<file path="src/rtl/exec_stage_pipe.sv">
// exec_stage_pipe: registered LC-3 execute stage with valid/ready handshakes; iterative SLL/SRA via a SHIFT state when EXEC_SHIFT_EN is defined
module exec_stage_pipe #(
  parameter int WIDTH   = 16,
  parameter int SHAMT_W = 4
) (
  input  logic             i_clk,
  input  logic             i_rst_n,
  input  logic             i_flush,
  input  logic             i_in_valid,
  output logic             o_in_ready,
  input  logic [2:0]       i_alu_control,
  input  logic             i_alu_muxa,
  input  logic [2:0]       i_alu_muxb,
  input  logic [WIDTH-1:0] i_pc,
  input  logic [15:0]      i_ir,
  input  logic [WIDTH-1:0] i_rs1_data,
  input  logic [WIDTH-1:0] i_rs2_data,
  output logic             o_out_valid,
  input  logic             i_out_ready,
  output logic [WIDTH-1:0] o_y,
  output logic             o_n,
  output logic             o_z,
  output logic             o_p,
  output logic             o_of,
  output logic             o_busy
);
  localparam int M = WIDTH - 1;
  if (WIDTH < 16 || (1 << SHAMT_W) > WIDTH) begin : g_bad_params
    $error("exec_stage_pipe: WIDTH must be >= 16 and 2**SHAMT_W <= WIDTH");
  end
  logic [WIDTH-1:0] w_a, w_b, w_imm, w_res, w_ld_val;
  logic             w_of, w_slot, w_acc, w_start, w_done, w_ld, w_ld_of, w_idle;
  logic [WIDTH-1:0] r_y;
  logic             r_n, r_z, r_p, r_of, r_out_valid;
  always_comb begin
    w_a = i_alu_muxa ? i_rs1_data : i_pc;
    w_imm = i_alu_muxb[1]
      ? (i_alu_muxb[0] ? {{(WIDTH-11){i_ir[10]}}, i_ir[10:0]} : {{(WIDTH-9){i_ir[8]}}, i_ir[8:0]})
      : (i_alu_muxb[0] ? {{(WIDTH-6){i_ir[5]}}, i_ir[5:0]} : {{(WIDTH-5){i_ir[4]}}, i_ir[4:0]});
    w_b = i_alu_muxb[2] ? w_imm : i_rs2_data;
    w_res = '0;
    case (i_alu_control)
      3'd0: w_res = w_a + w_b;
      3'd1: w_res = w_a & w_b;
      3'd2: w_res = ~w_a;
      3'd3: w_res = w_a;
      3'd4: w_res = w_b;
      3'd5: w_res = w_a - w_b;
`ifdef EXEC_SHIFT_EN
      default: w_res = w_a;
`else
      default: w_res = w_b;
`endif
    endcase
    w_of = (i_alu_control == 3'd0 && w_a[M] == w_b[M] && w_res[M] != w_a[M]) ||
           (i_alu_control == 3'd5 && w_a[M] != w_b[M] && w_res[M] != w_a[M]);
  end
  assign w_slot = !r_out_valid || i_out_ready;
  assign o_in_ready = w_idle && !i_flush && w_slot;
  assign w_acc = i_in_valid && o_in_ready;
`ifdef EXEC_SHIFT_EN
  typedef enum logic {IDLE, SHIFT} state_t;
  state_t             r_state;
  logic [WIDTH-1:0]   r_w, w_sh, w_fin;
  logic [SHAMT_W-1:0] r_cnt;
  logic               r_sra;
  assign w_idle  = r_state == IDLE;
  assign w_start = w_acc && i_alu_control[2:1] == 2'b11 && w_b[SHAMT_W-1:0] != '0;
  assign w_sh    = r_sra ? {r_w[M], r_w[M:1]} : {r_w[M-1:0], 1'b0};
  assign w_fin   = r_cnt == '0 ? r_w : w_sh;
  // The final shift and the result load share one edge, giving k+1 cycles of latency
  assign w_done  = r_state == SHIFT && r_cnt <= SHAMT_W'(1) && w_slot;
  assign o_busy  = r_state == SHIFT;
  always_ff @(posedge i_clk or negedge i_rst_n) begin
    if (!i_rst_n) begin
      r_state <= IDLE;
      r_w <= '0;
      r_cnt <= '0;
      r_sra <= 1'b0;
    end else if (i_flush) begin
      r_state <= IDLE;
    end else if (w_start) begin
      r_state <= SHIFT;
      r_w <= w_a;
      r_cnt <= w_b[SHAMT_W-1:0];
      r_sra <= i_alu_control[0];
    end else if (r_state == SHIFT) begin
      if (w_done) r_state <= IDLE;
      if (r_cnt != '0) begin
        r_w <= w_sh;
        r_cnt <= r_cnt - 1'b1;
      end
    end
  end
  assign w_ld_val = w_done ? w_fin : w_res;
  assign w_ld_of  = !w_done && w_of;
`else
  assign w_idle   = 1'b1;
  assign w_start  = 1'b0;
  assign w_done   = 1'b0;
  assign o_busy   = 1'b0;
  assign w_ld_val = w_res;
  assign w_ld_of  = w_of;
`endif
  assign w_ld = (w_acc && !w_start) || w_done;
  always_ff @(posedge i_clk or negedge i_rst_n) begin
    if (!i_rst_n) begin
      r_y <= '0;
      r_n <= 1'b0;
      r_z <= 1'b0;
      r_p <= 1'b0;
      r_of <= 1'b0;
      r_out_valid <= 1'b0;
    end else if (i_flush) begin
      r_out_valid <= 1'b0;
    end else begin
      if (w_ld) begin
        r_y <= w_ld_val;
        r_n <= w_ld_val[M];
        r_z <= w_ld_val == '0;
        r_p <= !w_ld_val[M] && w_ld_val != '0;
        r_of <= w_ld_of;
      end
      r_out_valid <= w_ld || (r_out_valid && !i_out_ready);
    end
  end
  assign o_y = r_y;
  assign o_n = r_n;
  assign o_z = r_z;
  assign o_p = r_p;
  assign o_of = r_of;
  assign o_out_valid = r_out_valid;
endmodule

</file>
<file path="config.mk">
export PLATFORM = sky130hd
export DESIGN_NAME = exec_stage_pipe
export DESIGN_NICKNAME = d
export VERILOG_FILES = /design/src/rtl/exec_stage_pipe.sv
export SDC_FILE = /design/constraint.sdc
export NUM_CORES = 1
export LEC_CHECK = 0
export CORE_MARGIN = 3
export CORE_UTILIZATION = 53
export CTS_CLUSTER_DIAMETER = 30
export DETAILED_ROUTE_END_ITERATION = 6
export GPL_TIMING_DRIVEN = 0
export MAX_ROUTING_LAYER = met4
export PLACE_DENSITY = 0.84
export SYNTH_ARGS = -nofsm -noshare
export SYNTH_HDL_FRONTEND = slang
export SYNTH_SLANG_ARGS = --single-unit
</file>
<file path="constraint.sdc">
create_clock -name i_clk -period 5.2 [get_ports i_clk]
set_clock_uncertainty 0.2 [all_clocks]
set_input_delay 0.78 -clock i_clk [delete_from_list [all_inputs] [get_ports i_clk]]
set_output_delay 0.78 -clock i_clk [all_outputs]
set_load 0.05 [all_outputs]
</file>
==> impl_results.md <==
- Status: finished with violations
- Failing checks: DRC, setup timing
- Clock share of power: under 10%
- Endpoints failing setup: 1
- Hold Path Depth: 2
- Placed Area: between 0.004 and 0.005 mm²
- CP peak stage delay: ~530 ps
- Synth top area cells: dfrtp_1 (15%), nand2_1 (6.7%), ha_1 (6.6%), mux2_2 (5.3%), a21oi_1 (5.0%)
- Hpwl dp: 10000 µm
- Critical Path RT: 5200 ps
- Predominant post-synthesis flop cell: dfrtp_1
- Die Ht: ~86 µm
- Final hold slack: ~280 ps
- IO Pins: between 90 and 100
- Worst r2r src: o_out_valid
- GRT overflow: 0
- Clock sink total: 20
- Hold Path Sink: o_y[2]
- Synth warn: 0
- Slowest-stage cell, CP: or4_4
- Max-slew headroom: approximately 36%
- Vias in the first global route: around 4100
- Wire per inst: ~21 µm
- Crit Reg-Reg Endpoint: o_p
- N_diodes: 0
- Die extent in x: between 80 and 90 µm
- P_leak: 0.00202 µW
- Clock transition at path regs: ~70 ps
- Avg Cell Area, Syn: between 7 and 8 µm²
- Synth-to-layout area growth: 41.9%
- Critical path data arrival time: about 5200 ps
- Hold path start: o_y[2]
- Period minus WS final: roughly 5200 ps
- CP Launch Type: input pin
- Power Dens Cells: 232 mW/mm²
- CP delay by family, top: compound AO/OA/AOI/OAI gates
- Switching power: about 560 µW
- Reg2Reg Depth: 9
- Pre-CTS WS: -1250 ps
- Worst-Margin Slew: around 950 ps
- Hold crit path type: reg -> reg
- Number of antenna violations at the first check in global routing: 0
- Yosys top cell by area: dfrtp_1
- Clock Tree Buf Depth: 2
- Period utilization: 100%
- WP depth: 18
- Starting DRC count in detailed routing: around 650
- FP Rows: 28
- Crit-path max FO: 10
- Routability Congestion: ~1
- Max Slew Vio Count: 0
- Netlist cell types: 68
- Crit path capture type: register
- Total track usage: a little over a third
- Vias/cell: around 6.7
- Reg power frac: around 18%
- Vias: 4470
- Switching Share: around half
- Htree depth: 1
- Comb pwr share: between 70% and 80%
- DRT Pass-1 Iters: 7
- Post-Syn Instances: roughly 480
- Largest net degree at the start of global routing: 21
- Filler cells: 430
- Post-synthesis sequential area ratio: approximately 15%
- Final #Nets: between 600 and 700
- Max frequency: between 0.15 and 0.2 GHz
- First-pass GRT wire length: 21000 µm
- P_int: 572 µW
- R2R Setup Slk: 2790 ps
- Layout cells sized above 1: approximately 15%
- Port Buffers: 91
- Drt drc: 1
- Clk root buf: clkbuf_8
- Max-Cap Viols: 0
- Final instance area: roughly 0.0049 mm²
- Syn nets: roughly 570
- Worst vdd ir: between 0.0002 and 0.0003 V
- CTS Buf Count: 3
- Hold Fails Final Rpt: 0
- Worst setup margin: -3.78 ps
- CTS tree: yes
- Core Region: 0.00610 mm²
- Yosys top cell area share: approximately 15%
- Asr flop ratio synth: 100%
- Final ANT Viol Nets: 0
- Die area: ~0.0075 mm²
- Starting Density: about 56%
- Post-synth EDFFs: 0
- WP buf/inv: 4
- Final wirelength: 13800 µm
- Synth Register Bits: 20
- CP Cell Sequence: clkdlybuf4s50_1 > clkbuf_4 > clkinvlp_4 > nor2_4 > nand2_2 > o21ai_0 > xnor2_1 > ha_2 > clkbuf_1 > o211a_1 > nor3_4 > a211o_1 > a21oi_2 > or4_4 > a221o_1 > a21o_1 > a2111o_1 > nand3_1
- Crit Path Category: in -> reg
- Post-Syn Area: 0.00343 mm²
- Clk_lat worst skew: about 260 ps
[worst reg2reg max path, stage by stage (launching register included)]
cell and delay, ps:
dfrtp_1 380, nor2b_1 140, nor2_1 140, and2_1 220, o211ai_1 140, nor3_1 210, o2111ai_1 120, nor3b_1 330
nand4_1 180, o21a_1 220
[layout make-up]
class | instances | area (µm²) | area share (%)
Buffer | 25 | 163 | 3.34
Clock buffer | 3 | 41.3 | 0.848
Inverter | 17 | 67.6 | 1.39
Multi-Input combinational cell | 414 | 2930 | 60.1
Sequential cell | 20 | 500 | 10.3
Tap cell | 75 | 93.8 | 1.93
Timing Repair Buffer | 111 | 1080 | 22.1
[repair_timing]
item / in CTS / in global routing
resized for setup: 39 / 34
pin swaps: 6 / 12
setup buffers: 9 / 11
hold buffers: 0 / 0
endpoints found under the setup margin: 7 / 6
[how the worst max path moves through the flow]
stage	startpoint	end
CTS	i_alu_control[0]	o_of
global placement	i_alu_muxb[2]	o_of
detailed placement	i_alu_muxb[2]	o_of
global route	i_alu_control[0]	o_of
finish	i_alu_control[0]	o_of
floorplan	i_alu_muxb[2]	o_of
[state kept, by name, summed over array words and instances, names as in the netlist]
signal and flops:
o_z 1, o_y 16, o_p 1, o_out_valid 1, o_of 1
[per-layer routing]
metal  up-vias  global-route usage, %  part of all wire, %
met4         0                   13.6                  5.2
met1      2040                   46.7                   38
met5         -                      -                    0
li1       1993                      -                    -
met2       351                   58.4                   47
met3        86                   4.37                  9.8
[cell usage after synthesis, types with 2 or more instances]
cell	count
nand2_1	61
nor2_1	39
a21oi_1	34
o21ai_0	33
clkbuf_1	22
dfrtp_1	20
ha_1	18
inv_1	17
mux2_2	16
mux2i_1	16
xnor2_1	15
nor3_1	14
and2_1	12
nand2b_1	10
o22ai_1	10
xor2_1	10
a22oi_1	9
nand3_1	9
a31oi_1	8
nor2b_1	8
o211ai_1	7
or2_2	6
o31ai_1	5
a211oi_1	4
a221oi_1	4
nor3b_1	4
nor4_1	4
o21a_1	4
a21boi_0	3
and3_1	3
buf_1	3
nand4_1	3
o2111ai_1	3
or3_1	3
a211o_1	2
a221o_1	2
a22o_1	2
a2bb2oi_1	2
buf_4	2
o211a_1	2
o221a_2	2
o31a_1	2
[cell families after synthesis]
| family | synth area share (%) |
|---|---|
| simple gates | 25.6 |
| buf+inv | 5.36 |
| other cells | 0.109 |
| xor+xnor | 6.38 |
| flops | 14.6 |
| fa+ha+maj | 7.15 |
| mux | 11.2 |
| compound gates | 29.6 |
[cell usage in the layout, fill, tap and decap left out, types with 10 or more instances in the layout]
cell	Yosys	layout
clkdlybuf4s50_1	0	83
nand2_1	61	59
nor2_1	39	36
a21oi_1	34	31
o21ai_0	33	30
buf_4	2	22
dfrtp_1	20	20
inv_1	17	16
mux2_2	16	16
xnor2_1	15	15
ha_1	18	15
clkbuf_1	22	14
mux2i_1	16	14
nor3_1	14	13
and2_1	12	12
nand2b_1	10	10
xor2_1	10	10
[power groups by stage]
stage / Clock, µW / Combinational [µW] / Sequential, µW
after global placement: 0 / 715 / 201
after global routing: 108 / 874 / 204
after detailed placement: 0 / 732 / 203
after floorplan: 0 / 393 / 305
final: 102 / 826 / 201
after CTS: 103 / 769 / 201
[stage by stage]
stage | TNS, ps | cells | utilization (%) | power, µW
global route | -63.1 | 665 | 79.9 | 1190
finish | -3.78 | 665 | 79.9 | 1130
detailed placement | -6400 | 645 | 73.2 | 934
CTS | 0 | 655 | 76.9 | 1070
global placement | -5590 | 645 | 73.2 | 916
floorplan | 0 | 479 | - | 698
No activity file was read; power rests on OpenSTA's default activity.
